===== config.mk =====
export PLATFORM = sky130hd
export DESIGN_NAME = bin_to_bcd_flat
export DESIGN_NICKNAME = d
export VERILOG_FILES = /design/src/rtl/bin_to_bcd_if.sv /design/src/rtl/bin_to_bcd.sv /design/src/flat_wrapper.sv
export SDC_FILE = /design/constraint.sdc
export NUM_CORES = 1
export LEC_CHECK = 0
export ABC_AREA = 1
export ABC_CLOCK_PERIOD_IN_PS = 1200
export CORE_ASPECT_RATIO = 1.25
export CORE_UTILIZATION = 49
export CTS_CLUSTER_SIZE = 25
export DETAILED_ROUTE_END_ITERATION = 10
export GPL_ROUTABILITY_DRIVEN = 0
export PLACE_DENSITY = 0.75
export SLEW_MARGIN = 10
export SYNTH_ARGS = -nofsm -noshare
export SYNTH_HDL_FRONTEND = slang
export SYNTH_SLANG_ARGS = --single-unit

===== constraint.sdc =====
create_clock -name clock -period 1.2 [get_ports clock]
set_input_delay 0.24 -clock clock [delete_from_list [all_inputs] [get_ports clock]]
set_output_delay 0.24 -clock clock [all_outputs]
set_load 0.02 [all_outputs]

===== src/rtl/bin_to_bcd_if.sv =====
// Request/result bundle between an ALU-side producer and the binary-to-BCD converter.
// Master drives the operand and start; slave returns status and the held BCD result.
interface bin_to_bcd_if #(
    parameter int IN_WIDTH = 8
);
    logic                start;
    logic [IN_WIDTH-1:0] binary_in;
    logic                signed_mode;
    logic                busy;
    logic                done;
    logic [11:0]         twelve_bit_number;
    logic                negative;

    modport master (
        output start, binary_in, signed_mode,
        input  busy, done, twelve_bit_number, negative
    );

    modport slave (
        input  start, binary_in, signed_mode,
        output busy, done, twelve_bit_number, negative
    );
endinterface


===== src/rtl/bin_to_bcd.sv =====
// Sequential double-dabble converter: signed/unsigned binary to three BCD digits.
// Latency: IN_WIDTH shift cycles after the start edge, then a one-cycle done pulse.
// No backpressure: start is only sampled in IDLE and dropped otherwise; result holds until next done.
module bin_to_bcd #(
    parameter int IN_WIDTH = 8
) (
    input  logic   clock,
    input  logic   reset_n,
    bin_to_bcd_if.slave bus
);
    typedef enum logic [1:0] {
        IDLE  = 2'b00,
        SHIFT = 2'b01,
        DONE  = 2'b10
    } state_t;

    localparam logic [3:0]        CNT_LOAD = 4'(IN_WIDTH);
    localparam logic [IN_WIDTH:0] ONE      = {{IN_WIDTH{1'b0}}, 1'b1};

    state_t              state;
    state_t              state_nxt;

    logic [IN_WIDTH-1:0] mag_q;
    logic [11:0]         scratch_q;
    logic [3:0]          cnt_q;
    logic                sign_q;
    logic [11:0]         bcd_q;
    logic                neg_q;

    logic                sign_in;
    logic [IN_WIDTH:0]   mag_full;
    logic [11:0]         scratch_adj;
    logic [11:0]         scratch_nxt;
    logic [IN_WIDTH-1:0] mag_nxt;

    // One bit wider than the operand so the most negative input negates to its true magnitude.
    always_comb begin
        sign_in  = bus.signed_mode & bus.binary_in[IN_WIDTH-1];
        mag_full = sign_in ? (~{1'b1, bus.binary_in} + ONE) : {1'b0, bus.binary_in};
    end

    always_comb begin
        scratch_adj = scratch_q;
        for (int d = 0; d < 3; d++) begin
            if (scratch_q[d*4 +: 4] >= 4'd5) begin
                scratch_adj[d*4 +: 4] = scratch_q[d*4 +: 4] + 4'd3;
            end
        end
        // Rotate rather than shift: the bit leaving the hundreds digit is always 0 for IN_WIDTH <= 9.
        scratch_nxt = {scratch_adj[10:0], mag_q[IN_WIDTH-1]};
        mag_nxt     = {mag_q[IN_WIDTH-2:0], scratch_adj[11]};
    end

    always_ff @(posedge clock or negedge reset_n) begin
        if (!reset_n) begin
            state <= IDLE;
        end else begin
            state <= state_nxt;
        end
    end

    always_comb begin
        state_nxt = IDLE;
        case (state)
            IDLE:    state_nxt = bus.start ? SHIFT : IDLE;
            SHIFT:   state_nxt = (cnt_q <= 4'd1) ? DONE : SHIFT;
            DONE:    state_nxt = IDLE;
            default: state_nxt = IDLE;
        endcase
    end

    always_comb begin
        bus.busy = 1'b0;
        bus.done = 1'b0;
        case (state)
            SHIFT:   bus.busy = 1'b1;
            DONE:    bus.done = 1'b1;
            default: ;
        endcase
        bus.twelve_bit_number = bcd_q;
        bus.negative          = neg_q;
    end

    always_ff @(posedge clock or negedge reset_n) begin
        if (!reset_n) begin
            mag_q     <= '0;
            scratch_q <= '0;
            cnt_q     <= '0;
            sign_q    <= 1'b0;
            bcd_q     <= '0;
            neg_q     <= 1'b0;
        end else begin
            case (state)
                IDLE: begin
                    if (bus.start) begin
                        mag_q     <= mag_full[IN_WIDTH-1:0];
                        // Top magnitude bit is always 0 here, so this clears the scratch digits.
                        scratch_q <= {11'd0, mag_full[IN_WIDTH]};
                        cnt_q     <= CNT_LOAD;
                        sign_q    <= sign_in;
                    end
                end
                SHIFT: begin
                    mag_q     <= mag_nxt;
                    scratch_q <= scratch_nxt;
                    cnt_q     <= cnt_q - 4'd1;
                    if (cnt_q <= 4'd1) begin
                        bcd_q <= scratch_nxt;
                        neg_q <= sign_q;
                    end
                end
                default: ;
            endcase
        end
    end
endmodule


===== src/flat_wrapper.sv =====
// flat-port wrapper written by rule: the top's interface ports become plain ports
module bin_to_bcd_flat 
#(
    parameter int IN_WIDTH = 8
)
  (clock, reset_n, bus_start, bus_binary_in, bus_signed_mode, bus_busy, bus_done, bus_twelve_bit_number, bus_negative);
  bin_to_bcd_if #(.IN_WIDTH(IN_WIDTH)) bus_i ();
  input  logic clock;
  input  logic reset_n;
  input wire logic [$bits(bus_i.start)-1:0] bus_start;
  input wire logic [$bits(bus_i.binary_in)-1:0] bus_binary_in;
  input wire logic [$bits(bus_i.signed_mode)-1:0] bus_signed_mode;
  output wire logic [$bits(bus_i.busy)-1:0] bus_busy;
  output wire logic [$bits(bus_i.done)-1:0] bus_done;
  output wire logic [$bits(bus_i.twelve_bit_number)-1:0] bus_twelve_bit_number;
  output wire logic [$bits(bus_i.negative)-1:0] bus_negative;
  assign bus_i.start = bus_start;
  assign bus_i.binary_in = bus_binary_in;
  assign bus_i.signed_mode = bus_signed_mode;
  assign bus_busy = bus_i.busy;
  assign bus_done = bus_i.done;
  assign bus_twelve_bit_number = bus_i.twelve_bit_number;
  assign bus_negative = bus_i.negative;
  bin_to_bcd #(.IN_WIDTH(IN_WIDTH)) u_core (.clock(clock), .reset_n(reset_n), .bus(bus_i));
endmodule

==> flow_summary.rst, run 1 <==
.. list-table::
   :header-rows: 1

   * - Metric
     - Value
   * - Clock skew after layout
     - 0.00901 ns
   * - Area growth from synthesis to layout
     - 47.8%
   * - Antenna viol nets, final
     - 0
   * - Synthesized area divided by synthesized cell count
     - 7.89 sq um
   * - Register bit count reported by yosys
     - 40
   * - Power Dens Cells
     - 2880 nW/um^2
   * - Maximum number of pins on one net before global-route repair
     - 29
   * - Number of cells after detailed placement
     - 374
   * - Largest stage delay on the critical path
     - 0.41 ns
   * - Detailed placer's ending HPWL
     - 3290 um
   * - Die Outline Area
     - 4630 sq um
   * - Horizontal die dimension
     - 61.1 um
   * - Clock Tree Buf Depth
     - 2
   * - Crit start category
     - flip-flop
   * - Cell Area, Synth
     - 2140 sq um
   * - Share of cells above drive strength 1
     - 39.0%
   * - Most repeated library cell on the critical path
     - buf_4
   * - Vias in the first global route
     - 1805
   * - Detail-routed net length per standard cell
     - 13.5 um
   * - Clock sink total
     - 40
   * - Antenna violations before repair
     - 0
   * - Path class of the lowest-slack min-delay path
     - in2async
   * - Final Non-Filler Cells
     - 402
   * - Maximum fanout along the worst path
     - 3
   * - Area share of the largest cell type after synthesis
     - 46.8%
   * - Nets
     - 366
   * - Number of hold-slack violations in the final timing report
     - 0
   * - Fraction of the yosys area taken by sequential cells
     - 46.8%
   * - CTS Buf Count
     - 5
   * - Number of I/O pins
     - 27
   * - Outcome
     - finished, violations left
   * - Highest-count cells in the layout ignoring fill and taps
     - 80 x nand2_1, 40 x dfrtp_1, 37 x buf_4
   * - Global-route wire length before repair
     - 7600 um
   * - Total Routed Length
     - 5450 um
   * - Top cells by area in the synthesized netlist
     - dfrtp_1 47%, nand2_1 16%, nand3_1 8.7%
   * - Violated checks
     - setup timing
   * - DRC violations left
     - 0
   * - Cell-by-cell trace of the critical path
     - inv_2 -> ha_4 -> inv_4 -> buf_4 -> buf_4 -> a21oi_2 -> nand2_1 -> o21ai_1
   * - Number of antenna diodes
     - 0
   * - Kind of critical path
     - reg2reg
   * - Clock latency on the worst-skew pair
     - 0.29 ns
   * - Data required, critical path
     - 1.41 ns
   * - Cell with the largest stage delay on the worst path
     - dfrtp_1
   * - Setup violations, final
     - 33
   * - Clock-pin slew on the worst setup and hold paths
     - 0.08 ns
   * - Highest clock frequency the design can meet
     - 0.751 GHz
   * - CTS tree
     - built
   * - Worst Setup Slack, final
     - -0.131 ns
   * - Number of DRC markers after the initial detailed-route iteration
     - 94
   * - Crit share post-route
     - 111%
   * - Leak pwr
     - 1.61 nW
   * - Setup repair after global routing missed its margin
     - yes
   * - CP Buf/Inv Count
     - 4
   * - Via total after detailed routing
     - 2058
   * - Kind of cell adding the most delay to the critical path
     - flip-flops
   * - Starting density of the core
     - 51.7%
   * - Die outline height
     - 75.8 um
   * - Std-Cell Core Area
     - 4130 sq um
   * - Post-Synthesis Cells
     - 271
   * - Min Clock Period, post-route
     - 1.33 ns
   * - Count of final max-slew check failures
     - 0
   * - Most common cell after layout, fill and taps aside
     - nand2_1
   * - H-tree levels
     - 2
   * - Total global-route track usage
     - 22.2%
   * - Buffer type at the clock tree root
     - clkbuf_8
   * - GR Overflow Total
     - 0
   * - Largest area contributor in the netlist
     - dfrtp_1
   * - Count of buffers inserted at the top-level ports
     - 26
   * - First-pass detailed-route iteration total
     - 4
   * - Final design utilization
     - 76.5%
   * - Slew Limit Headroom
     - 78.7%
   * - Largest voltage drop on the vdd net
     - 1.27 mV
   * - Per-cell via count in the routed design
     - 5.12
   * - Count of unique library cells instantiated by Yosys
     - 22
   * - Nature of the critical path endpoint
     - flip-flop
   * - CP arrival
     - 1.54 ns
   * - Synthesis Warnings
     - 0
   * - Worst-Margin Slew
     - 0.320 ns
   * - Standard-cell row count
     - 26
   * - Synthesized Nets
     - 292
   * - Max_cap viols
     - 0
-- logic make-up (layout without fill, tap and decap cells) --
| family | Yosys count | after routing | share of synthesized area, % |
|---|---|---|---|
| flops | 40 | 40 | 46.8 |
| buf+inv | 38 | 113 | 8.49 |
| simple gates | 149 | 149 | 30.3 |
| compound gates | 35 | 35 | 9.07 |
| fa+ha+maj | 9 | 9 | 5.27 |
-- routing by layer --
| layer | routed length (um) | track usage, % | vias up |
|---|---|---|---|
| met2 | 2840 | 39.6 | 64 |
| met5 | 0 | 0 | - |
| met4 | 125 | 7.58 | 0 |
| li1 | - | - | 1027 |
| met3 | 257 | 5.09 | 12 |
| met1 | 2220 | 25.9 | 955 |
-- flip-flops by register name, indices dropped and copies added, names as in the netlist --
name                          cells
u_core.bus.twelve_bit_number     12
u_core.scratch_q                 12
u_core.mag_q                      8
u_core.cnt_q                      4
u_core.state                      2
u_core.bus.negative               1
u_core.sign_q                     1
-- power breakdown --
part           total (W)  switching [W]  internal, W
clock           0.000906       0.000448     0.000458
sequential       0.00246       0.000474      0.00199
combinational    0.00574        0.00314      0.00260
total            0.00910        0.00406      0.00505
-- Yosys cell counts, drive strengths merged --
| library cell | count |
|---|---|
| buf | 6 |
| nand4 | 2 |
| nand3 | 37 |
| ha | 9 |
| or2 | 2 |
| inv | 32 |
| a21oi | 7 |
| nor2 | 13 |
| o21ai | 20 |
| nand2 | 95 |
| a21boi | 2 |
| o211ai | 2 |
| o22ai | 4 |
| dfrtp | 40 |
-- through the flow --
stage / hold slack, ns / TNS (ns) / setup WS [ns] / total power [W] / cell area, sq um
after floorplan: -0.0556 / -0.241 / -0.0249 / 0.00503 / 2160
after global placement: 0.147 / -3.88 / -0.246 / 0.00631 / 2650
after detailed placement: 0.150 / -4.23 / -0.260 / 0.00644 / 2650
after CTS: 0.373 / -1.35 / -0.0899 / 0.00789 / 2930
after global routing: 0.404 / -3.93 / -0.195 / 0.00975 / 3160
final: 0.377 / -2.04 / -0.131 / 0.00910 / 3160
-- final timing paths --
check	end	start	slack [ns]	cells after the start
setup / recovery	u_core.scratch_q[3]	u_core.scratch_q[0]	-0.13	8
hold / removal	u_core.scratch_q[11]	reset_n	0.38	2
setup reg to reg	u_core.scratch_q[3]	u_core.scratch_q[0]	-0.13	8
hold reg to reg	u_core.bus.twelve_bit_number[9]	u_core.bus.twelve_bit_number[9]	0.48	2
max in group asynchronous	u_core.bus.twelve_bit_number[4]	reset_n	0.36	3
min in group clock	u_core.bus.twelve_bit_number[9]	u_core.bus.twelve_bit_number[9]	0.48	2
-- timing repair --
item	in CTS	in global routing
endpoints found under the hold margin	12	0
resized for setup	90	51
endpoints found under the setup margin	52	46
setup buffers	6	14
pin swaps	10	29
hold buffers	1	0
-- worst register-to-register path: stages, from the launching register on --
cell and delay (ns):
dfrtp_1 0.41, inv_2 0.10, ha_4 0.14, inv_4 0.04
buf_4 0.12, buf_4 0.12, a21oi_2 0.14, nand2_1 0.08
o21ai_1 0.10
-- final cells by class --
type	instances	area [sq um]
Clock buffer	6	82.6
Clock inverter	2	10.0
Fill cell	280	972
Inverter	32	143
Multi-Input combinational cell	193	1200
Sequential cell	40	1000
Tap cell	56	70.1
Timing Repair Buffer	73	654
No activity file was read; power rests on OpenSTA's default activity.
==> run 2: changes to the inputs <==
- CTS_CLUSTER_DIAMETER: not set -> 60
- HOLD_SLACK_MARGIN: not set -> 0.03
==> results of run 2 <==
Same layout as run 1: the final DEF is identical, and so are final timing and power.
